### src/rtl/decode_imm_stage_pkg.sv
// Shared types for the decode stage: opcode constants, instruction format
// enum, stage state enum, the stored decoded-entry record and the
// immediate generator used by the stage.
package decode_imm_stage_pkg;

    localparam logic [6:0] OPC_OP       = 7'b0110011;
    localparam logic [6:0] OPC_OP_IMM   = 7'b0010011;
    localparam logic [6:0] OPC_LOAD     = 7'b0000011;
    localparam logic [6:0] OPC_JALR     = 7'b1100111;
    localparam logic [6:0] OPC_SYSTEM   = 7'b1110011;
    localparam logic [6:0] OPC_STORE    = 7'b0100011;
    localparam logic [6:0] OPC_BRANCH   = 7'b1100011;
    localparam logic [6:0] OPC_LUI      = 7'b0110111;
    localparam logic [6:0] OPC_AUIPC    = 7'b0010111;
    localparam logic [6:0] OPC_JAL      = 7'b1101111;

    // TYPE_R must stay at encoding 0: it is the reset value of the output.
    typedef enum logic [2:0] {
        TYPE_R = 3'd0,
        TYPE_I = 3'd1,
        TYPE_S = 3'd2,
        TYPE_B = 3'd3,
        TYPE_U = 3'd4,
        TYPE_J = 3'd5
    } InstructionType;

    typedef enum logic [1:0] {
        EMPTY = 2'd0,
        ONE   = 2'd1,
        FULL  = 2'd2
    } DecodeStageState;

    typedef struct packed {
        logic [31:0]    inst;
        logic [31:0]    pc;
        InstructionType inst_type;
        logic [31:0]    imm;
        logic           illegal;
    } DecodedInst;

    // Immediate generator: selects the RV32 immediate layout by format.
    // R (including unrecognised opcodes) yields zero.
    function automatic logic [31:0] gen_imm(input logic [31:0] inst,
                                            input InstructionType t);
        logic [31:0] imm;
        case (t)
            TYPE_I:  imm = {{20{inst[31]}}, inst[31:20]};
            TYPE_S:  imm = {{20{inst[31]}}, inst[31:25], inst[11:7]};
            TYPE_B:  imm = {{19{inst[31]}}, inst[31], inst[7], inst[30:25],
                            inst[11:8], 1'b0};
            TYPE_U:  imm = {inst[31:12], 12'b0};
            TYPE_J:  imm = {{11{inst[31]}}, inst[31], inst[19:12], inst[20],
                            inst[30:21], 1'b0};
            default: imm = 32'd0;
        endcase
        return imm;
    endfunction

endpackage

### src/rtl/inst_type_classifier.sv
// Combinational opcode classifier: maps inst[6:0] to an instruction format
// and flags opcodes outside the supported set as illegal (reported as R).
module inst_type_classifier
    import decode_imm_stage_pkg::*;
(
    input  logic [6:0]     opcode,
    output InstructionType inst_type,
    output logic           illegal
);

    // Opcode lookup; unknown opcodes fall through to R with illegal set.
    always_comb begin
        inst_type = TYPE_R;
        illegal   = 1'b0;
        case (opcode)
            OPC_OP:                                      inst_type = TYPE_R;
            OPC_OP_IMM, OPC_LOAD, OPC_JALR, OPC_SYSTEM:  inst_type = TYPE_I;
            OPC_STORE:                                   inst_type = TYPE_S;
            OPC_BRANCH:                                  inst_type = TYPE_B;
            OPC_LUI, OPC_AUIPC:                          inst_type = TYPE_U;
            OPC_JAL:                                     inst_type = TYPE_J;
            default: begin
                inst_type = TYPE_R;
                illegal   = 1'b1;
            end
        endcase
    end

endmodule

### src/rtl/decode_imm_stage.sv
// Registered decode stage. Incoming words are decoded on the way in and
// stored in a two-entry skid buffer (OUT + SKID) so that in_ready can be a
// register and never depends combinationally on out_ready.
//
// Handshake: a transfer happens on a rising edge where valid && ready are
// both high; the sender holds valid and its payload until that edge, and
// the receiver may change ready freely.
module decode_imm_stage
    import decode_imm_stage_pkg::*;
(
    input  logic           clk,
    input  logic           rst,
    input  logic           in_valid,
    output logic           in_ready,
    input  logic [31:0]    in_inst,
    input  logic [31:0]    in_pc,
    input  logic           flush,
    output logic           out_valid,
    input  logic           out_ready,
    output logic [31:0]    out_inst,
    output logic [31:0]    out_pc,
    output InstructionType out_type,
    output logic [31:0]    out_imm,
    output logic           out_illegal
);

    DecodeStageState state, state_next;
    DecodedInst      out_q, skid_q, dec;
    InstructionType  dec_type;
    logic            dec_illegal;
    logic            in_ready_q;
    logic            accept, consume;
    logic            load_out, load_skid, out_from_skid;

    inst_type_classifier u_classifier (
        .opcode    (in_inst[6:0]),
        .inst_type (dec_type),
        .illegal   (dec_illegal)
    );

    // Decode the incoming word once, before it is stored.
    always_comb begin
        dec.inst      = in_inst;
        dec.pc        = in_pc;
        dec.inst_type = dec_type;
        dec.imm       = gen_imm(in_inst, dec_type);
        dec.illegal   = dec_illegal;
    end

    assign in_ready  = in_ready_q && !rst;
    assign out_valid = (state != EMPTY);
    assign accept    = in_valid && in_ready;
    assign consume   = out_valid && out_ready;

    // Next-state and buffer steering; flush overrides every handshake.
    always_comb begin
        state_next    = state;
        load_out      = 1'b0;
        load_skid     = 1'b0;
        out_from_skid = 1'b0;
        if (flush) begin
            state_next = EMPTY;
        end else begin
            case (state)
                EMPTY: begin
                    if (accept) begin
                        load_out   = 1'b1;
                        state_next = ONE;
                    end
                end
                ONE: begin
                    if (accept && consume) begin
                        load_out   = 1'b1;
                        state_next = ONE;
                    end else if (accept) begin
                        load_skid  = 1'b1;
                        state_next = FULL;
                    end else if (consume) begin
                        state_next = EMPTY;
                    end
                end
                FULL: begin
                    if (consume) begin
                        load_out      = 1'b1;
                        out_from_skid = 1'b1;
                        state_next    = ONE;
                    end
                end
                default: state_next = EMPTY;
            endcase
        end
    end

    // State, registered ready and entry storage.
    always_ff @(posedge clk) begin
        if (rst) begin
            state      <= EMPTY;
            in_ready_q <= 1'b1;
            out_q      <= '0;
            skid_q     <= '0;
        end else begin
            state      <= state_next;
            in_ready_q <= (state_next != FULL);
            if (load_out) begin
                out_q <= out_from_skid ? skid_q : dec;
            end
            if (load_skid) begin
                skid_q <= dec;
            end
        end
    end

    assign out_inst    = out_q.inst;
    assign out_pc      = out_q.pc;
    assign out_type    = out_q.inst_type;
    assign out_imm     = out_q.imm;
    assign out_illegal = out_q.illegal;

endmodule

### config.mk
export PLATFORM = sky130hd
export DESIGN_NAME = decode_imm_stage
export DESIGN_NICKNAME = d
export VERILOG_FILES = /design/src/rtl/decode_imm_stage_pkg.sv /design/src/rtl/inst_type_classifier.sv /design/src/rtl/decode_imm_stage.sv
export SDC_FILE = /design/constraint.sdc
export NUM_CORES = 1
export LEC_CHECK = 0
export ABC_AREA = 1
export BUFFER_PORTS_ARGS = -buffer_cell sky130_fd_sc_hd__buf_2
export CORE_AREA = 5 5 135 188
export DETAILED_ROUTE_END_ITERATION = 7
export DIE_AREA = 0 0 140 193
export GPL_TIMING_DRIVEN = 0
export PLACE_DENSITY_LB_ADDON = 0.3
export SETUP_SLACK_MARGIN = 0.2
export SLEW_MARGIN = 25
export SYNTH_ARGS = -nofsm -noshare
export SYNTH_HDL_FRONTEND = slang
export SYNTH_SLANG_ARGS = --single-unit
### constraint.sdc
create_clock -name clk -period 1.7 [get_ports clk]
set_input_delay 0.085 -clock clk [delete_from_list [all_inputs] [get_ports clk]]
set_output_delay 0.085 -clock clk [all_outputs]
set_load 0.005 [all_outputs]
After elaboration in Yosys (flattened, before gate mapping)
Cells that the tools add are included.
{"block": "op_classes", "eq_ne": 18, "reduce_logical": 10, "muxes": 21}
{"cell": "$pmux W32 S5", "count": 1}
{"cell": "$mux W100", "count": 1}
{"cell": "$eq A7 B7 Y1 const B", "count": 4}
{"cell": "$eq A7 B6 Y1 const B", "count": 3}
{"cell": "$pmux W3 S5", "count": 1}
{"cell": "$eq A7 B5 Y1 const B", "count": 2}
{"cell": "$mux W2", "count": 6}
{"cell": "$mux W1", "count": 10}
{"cell": "$reduce_or A10 Y1", "count": 1}
{"cell": "$eq A7 B2 Y1 const B", "count": 1}
{"cell": "$eq A3 B2 Y1 const B", "count": 2}
{"cell": "$eq A3 B3 Y1 const B", "count": 2}
{"cell": "$pmux W2 S3", "count": 1}
{"cell": "$logic_and A1 B1 Y1", "count": 4}
{"cell": "$reduce_or A4 Y1", "count": 1}
{"cell": "$eq A3 B1 Y1 const B", "count": 1}
{"cell": "$pmux W1 S3", "count": 1}
{"cell": "$eq A2 B1 Y1 const B", "count": 1}
{"cell": "$eq A2 B2 Y1 const B", "count": 1}
{"cell": "$logic_not A2 Y1", "count": 1}
{"cell": "$ne A2 B2 Y1 const B", "count": 1}
{"cell": "$reduce_bool A2 Y1", "count": 1}
{"cell": "$reduce_or A2 Y1", "count": 1}
{"cell": "$logic_not A1 Y1", "count": 1}
{"block": "totals", "output_inout_bits": 102, "register_bits": 203}

Logic depth before layout (Yosys ltp)
Gate-level depths: netlist of the first run.
{"block": "logic_depth", "word_depth": 8, "mapped_depth": 18}

By module
A second synthesis of the first run with hierarchy kept.
{"block": "unflattened", "cells_unflattened": 1240, "area_unflattened_um2": 8453.1}
{"mod": "decode_imm_stage", "n_inst": 1, "area_per_inst_um2": 8316.7, "cells_per_inst": 1208}
{"mod": "inst_type_classifier", "n_inst": 1, "area_per_inst_um2": 136.4, "cells_per_inst": 32}

Worst setup path before layout of the first run
No wires, ideal clock.
{"block": "synth_timing", "path_type": "input-to-reg", "startpoint": "input port in_inst[3]", "endpoint": "register out_q (netlist bit out_imm[23])", "path_buffers": 2, "path_slack_ns": -0.107, "arrival_ns": 1.733, "path_stages": 18, "cell_sequence": "inv_2 > nand2_1 > nor2_2 > nand3_1 > nand2_1 > inv_1 > buf_2 > ha_1 > nor2_1 > nand2_1 > nand3_4 > inv_2 > nand2_4 > nand2_4 > buf_6 > nand2_2 > nand3_1 > a31oi_1"}
{"block": "synth_via", "elab_chain_cells": 6}
{"item": "start, declared", "line": "decode_imm_stage.sv:15", "rtl": "input logic [31:0] in_inst,"}
{"item": "$eq A7 B5 Y1 (tied with other cells)", "line": "inst_type_classifier.sv:15", "rtl": "case (opcode)"}
{"item": "$reduce_or A4 Y1 or $reduce_or A2 Y1 (tied branches)"}
{"item": "$pmux W3 S5 *", "line": "inst_type_classifier.sv:15"}
{"item": "$eq A3 B3 Y1 (tied with other cells)", "line": "decode_imm_stage_pkg.sv:46", "rtl": "case (t)"}
{"item": "$pmux W32 S5 *", "line": "decode_imm_stage_pkg.sv:46"}
{"item": "$mux W100 *", "line": "decode_imm_stage.sv:105", "rtl": "out_q <= out_from_skid ? skid_q : dec;"}
{"item": "end signal, assigned", "line": "decode_imm_stage.sv:105"}
{"item": "end, declared", "line": "decode_imm_stage.sv:28", "rtl": "DecodedInst out_q, skid_q, dec;"}
Mark *: on every way between the ends. The rest lies on a longest branch, timed or not.
A chain may end at the register's enable or synchronous reset.

Worst setup path in the final report of the first run
{"block": "layout_timing", "startpoint": "register state[1]", "endpoint": "register skid_q[73] (netlist bit)"}
{"block": "layout_via", "elab_chain_cells": 6}
{"item": "start, declared", "line": "decode_imm_stage.sv:27", "rtl": "DecodeStageState state, state_next;"}
{"item": "start signal, assigned", "line": "decode_imm_stage.sv:102", "rtl": "state <= state_next;"}
{"item": "$reduce_bool A2 Y1", "line": "decode_imm_stage.sv:51", "rtl": "assign out_valid = (state != EMPTY);"}
{"item": "$logic_and A1 B1 Y1", "line": "decode_imm_stage.sv:53", "rtl": "assign consume = out_valid && out_ready;"}
{"item": "$logic_and A1 B1 Y1", "line": "decode_imm_stage.sv:72", "rtl": "if (accept && consume) begin"}
{"item": "$mux W1", "line": "decode_imm_stage.sv:72"}
{"item": "$mux W1 *", "line": "decode_imm_stage.sv:64", "rtl": "case (state)"}
{"item": "$mux W1 *", "line": "decode_imm_stage.sv:61", "rtl": "if (flush) begin"}
{"item": "end signal, assigned", "line": "decode_imm_stage.sv:100", "rtl": "skid_q <= '0;"}
{"item": "end signal, assigned", "line": "decode_imm_stage.sv:108", "rtl": "skid_q <= dec;"}
{"item": "end, declared", "line": "decode_imm_stage.sv:28"}
Marks and branches as above.

==> out/metrics.csv, run 1 <==
metric,value,unit
status,"complete, but fails checks",
violations,setup timing,
synth_ff_type,dfxtp_1,
regArea,0.00407,mm²
crit_type,register to register,
cts_max_level,1,
worstMarginPinSlew,0.699,ns
cts_buffers,21,
cp.arrival,2.14,ns
synth_compound_area_frac,0.216,
synth_top_family_by_area,compound AO/OA/AOI/OAI gates,
layout_setup_ws,-0.0256,ns
synthXorXnorAreaFrac,0,
wl,29700,µm
cp_max_fo,10,
io_buffers,170,
irDropWorstVdd,583,µV
cp-start-kind,register,
grt_overflow,0,
fill_cells,2244,
grt_max_degree,15,
die_y,193,µm
ios,171,
die_area,0.0270,mm²
rrSetupSlack,-0.03,ns
synth_warnings,0,
drc,0,
syn_nets,1116,
skew,0.0152,ns
max_freq,580,MHz
fin_nets,1416,
antenna_found_initial,2,
cp-end-kind,register,
rows,67,
start_util,0.350,
ys_async_sr_fraction,0,
core-area,0.0236,mm²
cts_sinks,203,
dr.pass1.iters,5,
synth_seq_cells,203,
drtIter0Drc,506,
synth_edf_count,0,
p_leak,5.37,nW
finalMaxSlewViolations,0,
multi_input_comb_area,0.00416,mm²
fin_crit,1.73,ns
max_cap_viol_count,0,
fp.dieW,140,µm
synth_area,0.00828,mm²
grt_pass1_wl,44300,µm
root_buffer,clkbuf_16,
grt_pass1_vias,8157,
relSlewSlack,0.522,
ys_types,38,
rsz0062_at_grt,yes,
setup_violations,6,
areaGrowthSynthToFinish,50.3,%
hold_class,primary input to register,
synthMuxAreaShare,0,
place_congestion,0.887,
grt_usage,0.202,
period_share,1.02,
setup-tns-final,-0.0926,ns
seq_area_frac_synth,0.491,
dp_hpwl,20400,µm
clk_pin_slew,0.06,ns
vias,8625,
synth.avg_cell_area,7.92,µm²
cts_tree,done,
wl_per_cell,17.7,µm
yosys.area_share.simple,0.215,
clk_latency,0.49,ns
required,2.12,ns
power_density,864,mW/mm²
drtAntennaViolNets,0,
postSynthCellCount,1046,
post-route-util,0.527,
via_per_inst,5.16,
clk_path_buf_depth,3,
drive_gt1_frac,0.334,
hold_viol_final,0,
synth_adder_area_share,0.00151,
[path summary, 6_finish.rpt]
path,cells after the start,startpoint,end
max,10,state[1]$_SDFF_PP0_,skid_q[73]$_SDFFE_PP0P_
min reg2reg,2,out_imm[6]$_SDFFE_PP0P_,out_imm[6]$_SDFFE_PP0P_
max reg2reg,10,state[1]$_SDFF_PP0_,skid_q[73]$_SDFFE_PP0P_
min,3,in_inst[2],out_inst[2]$_SDFFE_PP0P_
[placed cells by master, fill, tap and decap left out, types with 3 or more instances in the layout]
| cell type | instances |
|---|---|
| inv_1 | 28 |
| nor2_4 | 9 |
| a31oi_1 | 32 |
| o21a_1 | 9 |
| nand2_2 | 15 |
| nand2_4 | 7 |
| clkbuf_1 | 19 |
| o221ai_1 | 21 |
| o21ai_1 | 7 |
| nor2_1 | 180 |
| a22o_1 | 10 |
| inv_2 | 10 |
| clkbuf_16 | 30 |
| o21ai_2 | 19 |
| buf_12 | 13 |
| clkbuf_8 | 11 |
| dlygate4sd3_1 | 66 |
| buf_4 | 24 |
| dfxtp_1 | 201 |
| buf_6 | 24 |
| clkbuf_2 | 9 |
| buf_2 | 178 |
| buf_8 | 17 |
| nand3_1 | 33 |
| a21oi_2 | 14 |
| a21oi_1 | 55 |
| o221ai_4 | 7 |
| nand3_2 | 15 |
| nand2_1 | 145 |
| nor2_2 | 11 |
| clkinv_2 | 3 |
| o211ai_1 | 7 |
| o21ai_0 | 86 |
| o221ai_2 | 19 |
[logic make-up (layout without fill, tap and decap cells)]
logic type,count (synthesis),in the layout
flip-flops,203,203
buffers and inverters,127,441
AND/OR/NAND/NOR,422,422
adder cells (fa/ha/maj),1,1
AO/OA/AOI/OAI,293,293
other,0,2
[state kept, by name (all words and copies together) (netlist names)]
signal	count
out_inst	32
in_ready_q	1
out_pc	32
state	2
skid_q	100
out_imm	32
out_illegal	1
out_type	3
[cell type report]
cell class                 count  share of cell area
clock buffer                  31              0.0508
buffer                        83              0.0720
timing repair buffer         277               0.161
sequential                   203               0.327
inverter                      44              0.0170
antenna                        2            0.000402
tap                          310              0.0312
multi-input combinational    716               0.334
clock inverter                 6             0.00673
[metrics by stage]
stage	instances	power (W)	hold WS, ns	instance area (µm²)	setup WS [ns]
after global routing	1672	0.0111	0.0398	12500	-0.114
final	1672	0.0108	0.0335	12500	-0.0256
after floorplan	1046	0.00538	0.192	8400	0.0275
after detailed placement	1526	0.00575	0.334	9640	-0.608
after global placement	1526	0.00574	0.328	9640	-0.571
after CTS	1648	0.0107	0.0242	11800	0.00548
[routing by layer]
layer | vias up | part of all wire | track usage
met4 | 0 | 0.043 | 0.0928
met3 | 69 | 0.049 | 0.0289
met1 | 4102 | 0.41 | 0.241
li1 | 4177 | - | -
met2 | 277 | 0.50 | 0.358
met5 | - | 0 | 0
[cell usage after synthesis, types with 3 or more instances]
master	count	area share
a31oi_1	32	0.024
dfxtp_1	203	0.49
buf_8	3	0.0054
o211ai_1	7	0.0063
nor2_1	191	0.087
nand2_1	149	0.068
a21oi_1	69	0.042
buf_4	11	0.010
clkbuf_1	35	0.016
a22o_1	10	0.011
nand2_4	3	0.0041
buf_2	28	0.017
o21ai_0	111	0.067
o21a_1	9	0.0082
nor2_2	7	0.0053
inv_1	32	0.014
inv_2	11	0.0050
nand2_2	16	0.012
nand3_1	47	0.028
buf_6	4	0.0054
o221ai_1	47	0.050
[critical path: stages, from the launching register on]
cell and delay (ns):
dfxtp_4 0.37, nor2_4 0.11, inv_2 0.06, a21oi_4 0.16
inv_1 0.09, nor2_4 0.17, buf_12 0.16, buf_12 0.14
buf_8 0.13, o21ai_0 0.11, a21oi_1 0.15
[power breakdown]
| group | switching (W) | total (W) | internal, W |
|---|---|---|---|
| combinational | 0.000566 | 0.00106 | 0.000493 |
| sequential | 0.0000617 | 0.00492 | 0.00485 |
| clock | 0.00191 | 0.00478 | 0.00288 |
[repair_timing]
item	CTS	global route
gates cloned	2	8
pin swaps	36	37
endpoints found under the setup margin	200	203
hold endpoints to repair	135	0
hold buffers	66	0
gates resized for setup	199	77
buffers inserted	17	14
(Power assumes the default switching activity.)
==> run 2, diff against run 1 <==
--- a/config.mk
+++ b/config.mk
@@ -13,7 +13,6 @@
 export GPL_TIMING_DRIVEN = 0
 export PLACE_DENSITY_LB_ADDON = 0.3
 export SETUP_SLACK_MARGIN = 0.2
-export SLEW_MARGIN = 25
 export SYNTH_ARGS = -nofsm -noshare
 export SYNTH_HDL_FRONTEND = slang
 export SYNTH_SLANG_ARGS = --single-unit
==> constraint.sdc (replaced) <==
create_clock -name clk -period 1.7 [get_ports clk]
set_input_delay 0.17 -clock clk [delete_from_list [all_inputs] [get_ports clk]]
set_output_delay 0.17 -clock clk [all_outputs]
set_load 0.005 [all_outputs]
==> run 2 against run 1 <==
  * Critical endpoint is now out_imm[7]$_SDFFE_PP0P_
  * Cell count fell by 0.54%
  * Highest routed layer is now met5
  * Clock power fell by 8.6%
  * Critical path depth fell by 1
  * Via count rose by 0.65%
  * The run still ends with setup timing left
==> out/metrics.csv, run 2 (synthesized netlist as in run 1, its figures left out) <==
metric,value,unit,change
status,"complete, but fails checks",,unchanged
violations,setup timing,,unchanged
cpMaxStageDelayCell,dfxtp_4,,unchanged
cts_sinks,203,,unchanged
drc,0,,unchanged
grt_max_degree,14,,was 15
cp_max_fo,10,,unchanged
die_y,193,µm,unchanged
areaGrowthSynthToFinish,54.1,%,was 50.3%
fp.dieW,140,µm,unchanged
irDropWorstVdd,674,µV,was 583 µV
hold_class,primary input to register,,unchanged
grt_overflow,0,,unchanged
crit_type,register to register,,unchanged
cp.arrival,2.14,ns,about the same
rows,67,,unchanged
ios,171,,unchanged
antenna_found_initial,1,,was 2
wl,30800,µm,was 29700 µm
clk_pin_slew,0.06,ns,about the same
core-area,0.0236,mm²,unchanged
die_area,0.0270,mm²,unchanged
top_register,skid_q,,unchanged
clk_path_buf_depth,3,,unchanged
cts_buffers,20,,was 21
diodes,0,,was 2
power_density,810,mW/mm²,was 864 mW/mm²
cp-start-kind,register,,unchanged
vias,8681,,was 8625
cts_max_level,1,,unchanged
cp-end-kind,register,,unchanged
root_buffer,clkbuf_16,,unchanged
setup_violations,67,,was 6
power,0.0103,W,was 0.0108 W
dp_hpwl,20400,µm,about the same
fin_nets,1413,,was 1416
max_freq,560,MHz,was 580 MHz
fin_crit,1.79,ns,was 1.73 ns
worstMarginPinSlew,0.831,ns,was 0.699 ns
largest_reg_flops,100,,unchanged
dr.pass1.iters,5,,unchanged
critPathMaxStageDelay,0.36,ns,was 0.37 ns
crit_path_frequent_cell,nor2_4,,
path_cells,"nor2_4, inv_2, a21oi_4, nor2_4, nor2_4, inv_4, buf_8, o211ai_1, a21oi_1",,"was nor2_4, inv_2, a21oi_4, inv_1, nor2_4, buf_12, buf_12, buf_8, o21ai_0, a21oi_1"
p_leak,5.35,nW,was 5.37 nW
place_congestion,0.904,,was 0.887
dp_cells,1526,,unchanged
period_share,1.05,,was 1.02
rsz0062_at_grt,yes,,unchanged
skew,0.0110,ns,was 0.0152 ns
wl_per_cell,18.5,µm,was 17.7 µm
rrSetupSlack,-0.09,ns,was -0.03 ns
finalMaxSlewViolations,0,,unchanged
drtIter0Drc,472,,was 506
via_per_inst,5.22,,was 5.16
cts_tree,done,,unchanged
start_util,0.350,,unchanged
final_cell_mix,"201 x dfxtp_1, 181 x nor2_1, 172 x buf_2, 130 x nand2_1, 76 x o21ai_2",,"was 201 x dfxtp_1, 180 x nor2_1, 178 x buf_2, 145 x nand2_1, 86 x o21ai_0"
final_common_cell,dfxtp_1,,unchanged
required,2.05,ns,was 2.12 ns
grt_usage,0.205,,was 0.202
layout_setup_ws,-0.0863,ns,was -0.0256 ns
drtAntennaViolNets,0,,unchanged
relSlewSlack,0.446,,was 0.522
grt_pass1_wl,44900,µm,was 44300 µm
max_cap_viol_count,0,,unchanged
io_buffers,170,,unchanged
final_cells,1663,,was 1672
grt_pass1_vias,8297,,was 8157
drive_gt1_frac,0.394,,was 0.334
hold_viol_final,0,,unchanged
clk_latency,0.50,ns,was 0.49 ns
==> run 2: layout make-up <==
| type | instances | area, µm² |
|---|---|---|
| well taps | 310 | 388 |
| inverters | 44 | 209 |
| flip-flops and latches | 203 | 4070 |
| clock buffers | 32 | 637 |
| fillers | 2162 | 10900 |
| repair buffers | 275 | 2160 |
| multi-input cells | 716 | 4430 |
| plain buffers | 83 | 870 |
==> run 2: timing repair <==
| action | CTS | global route |
|---|---|---|
| endpoints found under the setup margin | 200 | 201 |
| endpoints found under the hold margin | 98 | 0 |
| hold buffers | 57 | 0 |
| pin swaps | 34 | 82 |
| setup buffers | 12 | 19 |
| resized for setup | 185 | 224 |
| gates cloned | 4 | 13 |
==> run 2: worst paths after layout <==
kind / from / to / cells past startpoint
max reg2reg: state[0]$_SDFF_PP0_ / out_imm[7]$_SDFFE_PP0P_ / 9
max: state[0]$_SDFF_PP0_ / out_imm[7]$_SDFFE_PP0P_ / 9
min: in_inst[29] / skid_q[97]$_SDFFE_PP0P_ / 3
min reg2reg: out_imm[6]$_SDFFE_PP0P_ / out_imm[6]$_SDFFE_PP0P_ / 2
==> run 2: report_power, final <==
| part | switching (W) | leakage [nW] | internal [W] | total (W) |
|---|---|---|---|---|
| registers | 0.0000626 | 1.64 | 0.00485 | 0.00492 |
| logic | 0.000575 | 3.39 | 0.000475 | 0.00105 |
| clock network | 0.00183 | 0.314 | 0.00254 | 0.00437 |
==> run 2: layer usage <==
metal / GRT usage / vias up / part of all wire
li1: - / 4182 / -
met1: 0.249 / 4083 / 0.39
met2: 0.376 / 325 / 0.50
met3: 0.0286 / 89 / 0.060
met4: 0.0667 / 2 / 0.045
met5: 0 / - / 0.00042
==> run 2: critical path: cells and delay by family, from the launching register on <==
kind	cells	cell delay, ns
buffers and inverters	3	0.37
AOI/OAI and AO/OA	3	0.42
and+or+nand+nor	3	0.50
DFF	1	0.36
==> run 2: through the flow <==
step / cell area (µm²) / utilization / setup TNS, ns / hold slack (ns) / worst slack (ns)
after floorplan: 8400 / - / -0.551 / 0.277 / -0.0575
after global placement: 9640 / 0.408 / -73.44 / 0.412 / -0.736
after detailed placement: 9640 / 0.408 / -73.13 / 0.418 / -0.732
after CTS: 11700 / 0.493 / -0.237 / 0.00249 / -0.0307
after global routing: 12800 / 0.540 / -11.16 / 0.0233 / -0.156
final: 12800 / 0.540 / -1.55 / 0.00391 / -0.0863
==> run 3, diff against run 2 <==
--- a/config.mk
+++ b/config.mk
@@ -7,12 +7,13 @@
 export LEC_CHECK = 0
 export ABC_AREA = 1
 export BUFFER_PORTS_ARGS = -buffer_cell sky130_fd_sc_hd__buf_2
-export CORE_AREA = 5 5 135 188
+export CORE_AREA = 5 5 129 181
 export DETAILED_ROUTE_END_ITERATION = 7
-export DIE_AREA = 0 0 140 193
+export DIE_AREA = 0 0 134 186
 export GPL_TIMING_DRIVEN = 0
 export PLACE_DENSITY_LB_ADDON = 0.3
 export SETUP_SLACK_MARGIN = 0.2
 export SYNTH_ARGS = -nofsm -noshare
 export SYNTH_HDL_FRONTEND = slang
+export SYNTH_HIERARCHICAL = 1
 export SYNTH_SLANG_ARGS = --single-unit
==> run 3 against run 2 <==
  * The run ends with hold timing left
  * Wire length fell by 5.8%
  * Clock skew rose by 0.0024 ns
  * Flip-flop and latch count did not move
  * Worst hold slack got worse by 0.032 ns
  * Power fell by 0.12%
  * Critical endpoint is now skid_q[67]$_SDFFE_PP0P_
  * Largest cell class unchanged
==> out/metrics.csv, run 3 <==
metric,value,unit,change
status,"complete, but fails checks",,unchanged
violations,hold timing,,was setup timing
synth_most_common_cell,nor2_1,,was dfxtp_1
wl_per_cell,16.1,µm,was 18.5 µm
relSlewSlack,0.482,,was 0.446
largest_reg_flops,100,,unchanged
die_area,0.0249,mm²,was 0.0270 mm²
final_cells,1800,,was 1663
cts_buffers,21,,was 20
critPathMaxStageDelay,0.36,ns,about the same
ys_async_sr_fraction,0,,unchanged
drc,0,,unchanged
dp_hpwl,19300,µm,was 20400 µm
path_cells,"buf_6, nor2_4, nand2_2, nor2_4, buf_6, buf_4, o21ai_0, nor2_1",,"was nor2_4, inv_2, a21oi_4, nor2_4, nor2_4, inv_4, buf_8, o211ai_1, a21oi_1"
setup_violations,0,,was 67
rrSetupSlack,0.10,ns,was -0.09 ns
reg2reg_depth,8,,was 9
finalMaxSlewViolations,0,,unchanged
final_cell_mix,"321 x nor2_1, 222 x nand2_1, 201 x dfxtp_1, 173 x buf_2, 134 x o21ai_0",,"was 201 x dfxtp_1, 181 x nor2_1, 172 x buf_2, 130 x nand2_1, 76 x o21ai_2"
yosys-top-cells-area,"dfxtp_1 48%, nor2_1 16%, o21ai_0 11%",,"was dfxtp_1 49%, nor2_1 8.7%, nand2_1 6.8%"
ios,171,,unchanged
cpMaxStageDelayCell,dfxtp_4,,unchanged
hold_class,primary input to register,,unchanged
synth_warnings,6,,was 0
layout_setup_ws,0.105,ns,was -0.0863 ns
irDropWorstVdd,702,µV,was 674 µV
die_y,186,µm,was 193 µm
cts_tree,done,,unchanged
wl,29000,µm,was 30800 µm
yosysTopAreaCell,dfxtp_1,,unchanged
diodes,0,,unchanged
synth_area,0.00845,mm²,was 0.00828 mm²
synth_top_area_frac,0.481,,was 0.491
via_per_inst,5.06,,was 5.22
root_buffer,clkbuf_16,,unchanged
syn_nets,1309,,was 1116
cp.arrival,2.03,ns,was 2.14 ns
fin_nets,1593,,was 1413
drtAntennaViolNets,0,,unchanged
power,0.0103,W,about the same
synth.avg_cell_area,6.82,µm²,was 7.92 µm²
rows,64,,was 67
synth_seq_cells,203,,unchanged
regArea,0.00407,mm²,unchanged
clk_path_buf_depth,3,,unchanged
grt_overflow,0,,unchanged
grt_usage,0.216,,was 0.205
synth_ff_type,dfxtp_1,,unchanged
power_density,854,mW/mm²,was 810 mW/mm²
start_util,0.392,,was 0.350
cp-start-kind,register,,unchanged
required,2.14,ns,was 2.05 ns
skew,0.0134,ns,was 0.0110 ns
drtIter0Drc,489,,was 472
fill_cells,2005,,was 2162
seq_area_frac_synth,0.481,,was 0.491
setup-tns-final,0,ns,was -1.55 ns
dr.pass1.iters,5,,unchanged
io_buffers,169,,was 170
grt_pass1_vias,8590,,was 8297
crit_end,skid_q[67]$_SDFFE_PP0P_,,was out_imm[7]$_SDFFE_PP0P_
crit_type,register to register,,unchanged
r2r_start,state[1]$_SDFF_PP0_,,was state[0]$_SDFF_PP0_
areaGrowthSynthToFinish,43.0,%,was 54.1%
clk_latency,0.50,ns,about the same
fin_crit,1.60,ns,was 1.79 ns
postSynthCellCount,1240,,was 1046
period_share,0.938,,was 1.05
cp-end-kind,register,,unchanged
clk_pin_slew,0.06,ns,about the same
p_leak,5.86,nW,was 5.35 nW
dp_cells,1673,,was 1526
synth_edf_count,0,,unchanged
worstSetupStartpoint,state[1]$_SDFF_PP0_,,was state[0]$_SDFF_PP0_
cp_max_fo,10,,unchanged
worstMarginPinSlew,0.777,ns,was 0.831 ns
rsz0062_at_grt,yes,,unchanged
core-area,0.0215,mm²,was 0.0236 mm²
vias,9103,,was 8681
fp.dieW,134,µm,was 140 µm
cts_sinks,203,,unchanged
drive_gt1_frac,0.263,,was 0.394
place_congestion,0.866,,was 0.904
hold_viol_final,1,,was 0
ys_types,23,,was 38
holdWs,-0.0282,ns,was 0.00391 ns
antenna_found_initial,0,,was 1
max_freq,627,MHz,was 560 MHz
multi_input_comb_area,0.00433,mm²,was 0.00443 mm²
final_common_cell,nor2_1,,was dfxtp_1
synthTopCellsByCount,"359 x nor2_1, 235 x nand2_1, 203 x dfxtp_1",,"was 203 x dfxtp_1, 191 x nor2_1, 149 x nand2_1"
r2r_end,skid_q[67]$_SDFFE_PP0P_,,was out_imm[7]$_SDFFE_PP0P_
cts_hold_buffers,61,,was 57
cts_max_level,1,,unchanged
max_cap_viol_count,0,,unchanged
grt_pass1_wl,43700,µm,was 44900 µm
grt_max_degree,14,,unchanged
top_register,skid_q,,unchanged
dp_slack,-0.378,ns,was -0.732 ns
[run 3: worst min path at each step]
| stage | from | endpoint | slack, ns | cells after the start |
|---|---|---|---|---|
| final | flush | state[1]$_SDFF_PP0_ | -0.03 | 3 |
| after global routing | flush | state[1]$_SDFF_PP0_ | -0.02 | 3 |
| after CTS | flush | state[1]$_SDFF_PP0_ | -0.04 | 3 |
| after detailed placement | in_pc[23] | skid_q[59]$_SDFFE_PP0P_ | 0.41 | 3 |
| after global placement | in_pc[24] | skid_q[60]$_SDFFE_PP0P_ | 0.41 | 3 |
| after floorplan | in_pc[0] | skid_q[36]$_SDFFE_PP0P_ | 0.30 | 2 |
[run 3: cell families after synthesis]
group           synth area share
buf+inv                   0.0613
simple gates               0.333
compound gates             0.125
flops                      0.481
[run 3: area by class of cell]
class | instances | share of cell area
sequential | 203 | 0.337
clock buffer | 32 | 0.0502
clock inverter | 3 | 0.00155
inverter | 37 | 0.0131
tap | 264 | 0.0273
multi-input combinational | 916 | 0.358
timing repair inverter | 1 | 0.000725
buffer | 85 | 0.0618
timing repair buffer | 259 | 0.150
[run 3: repair_timing]
action / CTS / global route
hold endpoints to repair: 88 / 1
buffers inserted: 10 / 7
pin swaps: 6 / 50
resized for setup: 103 / 237
endpoints found under the setup margin: 200 / 201
gates cloned: 3 / 11
[run 3: report_power, final]
part / internal [W] / switching (W) / leakage [nW]
clock: 0.00245 / 0.00187 / 0.308
combinational: 0.000478 / 0.000591 / 3.90
sequential: 0.00487 / 0.0000645 / 1.65
[run 3: per-layer routing]
layer,vias up,part of all wire,track usage,routed length [µm]
met1,4180,0.40,0.256,11500
li1,4550,-,-,-
met4,0,0.041,0.0893,1190
met3,77,0.061,0.0387,1770
met5,-,0,0,0
met2,296,0.50,0.384,14500
[run 3: worst max-delay path, delay by kind of cell (launching register included)]
| kind | cells | cell delay [ns] |
|---|---|---|
| AND/OR/NAND/NOR | 4 | 0.63 |
| buffers and inverters | 3 | 0.45 |
| flip-flops | 1 | 0.36 |
| AO/OA/AOI/OAI | 1 | 0.11 |
[run 3: stage by stage]
step | area (µm²) | utilization
finish | 12100 | 0.561
CTS | 11300 | 0.523
global placement | 9640 | 0.447
floorplan | 8460 | -
global route | 12100 | 0.561
detailed placement | 9640 | 0.447
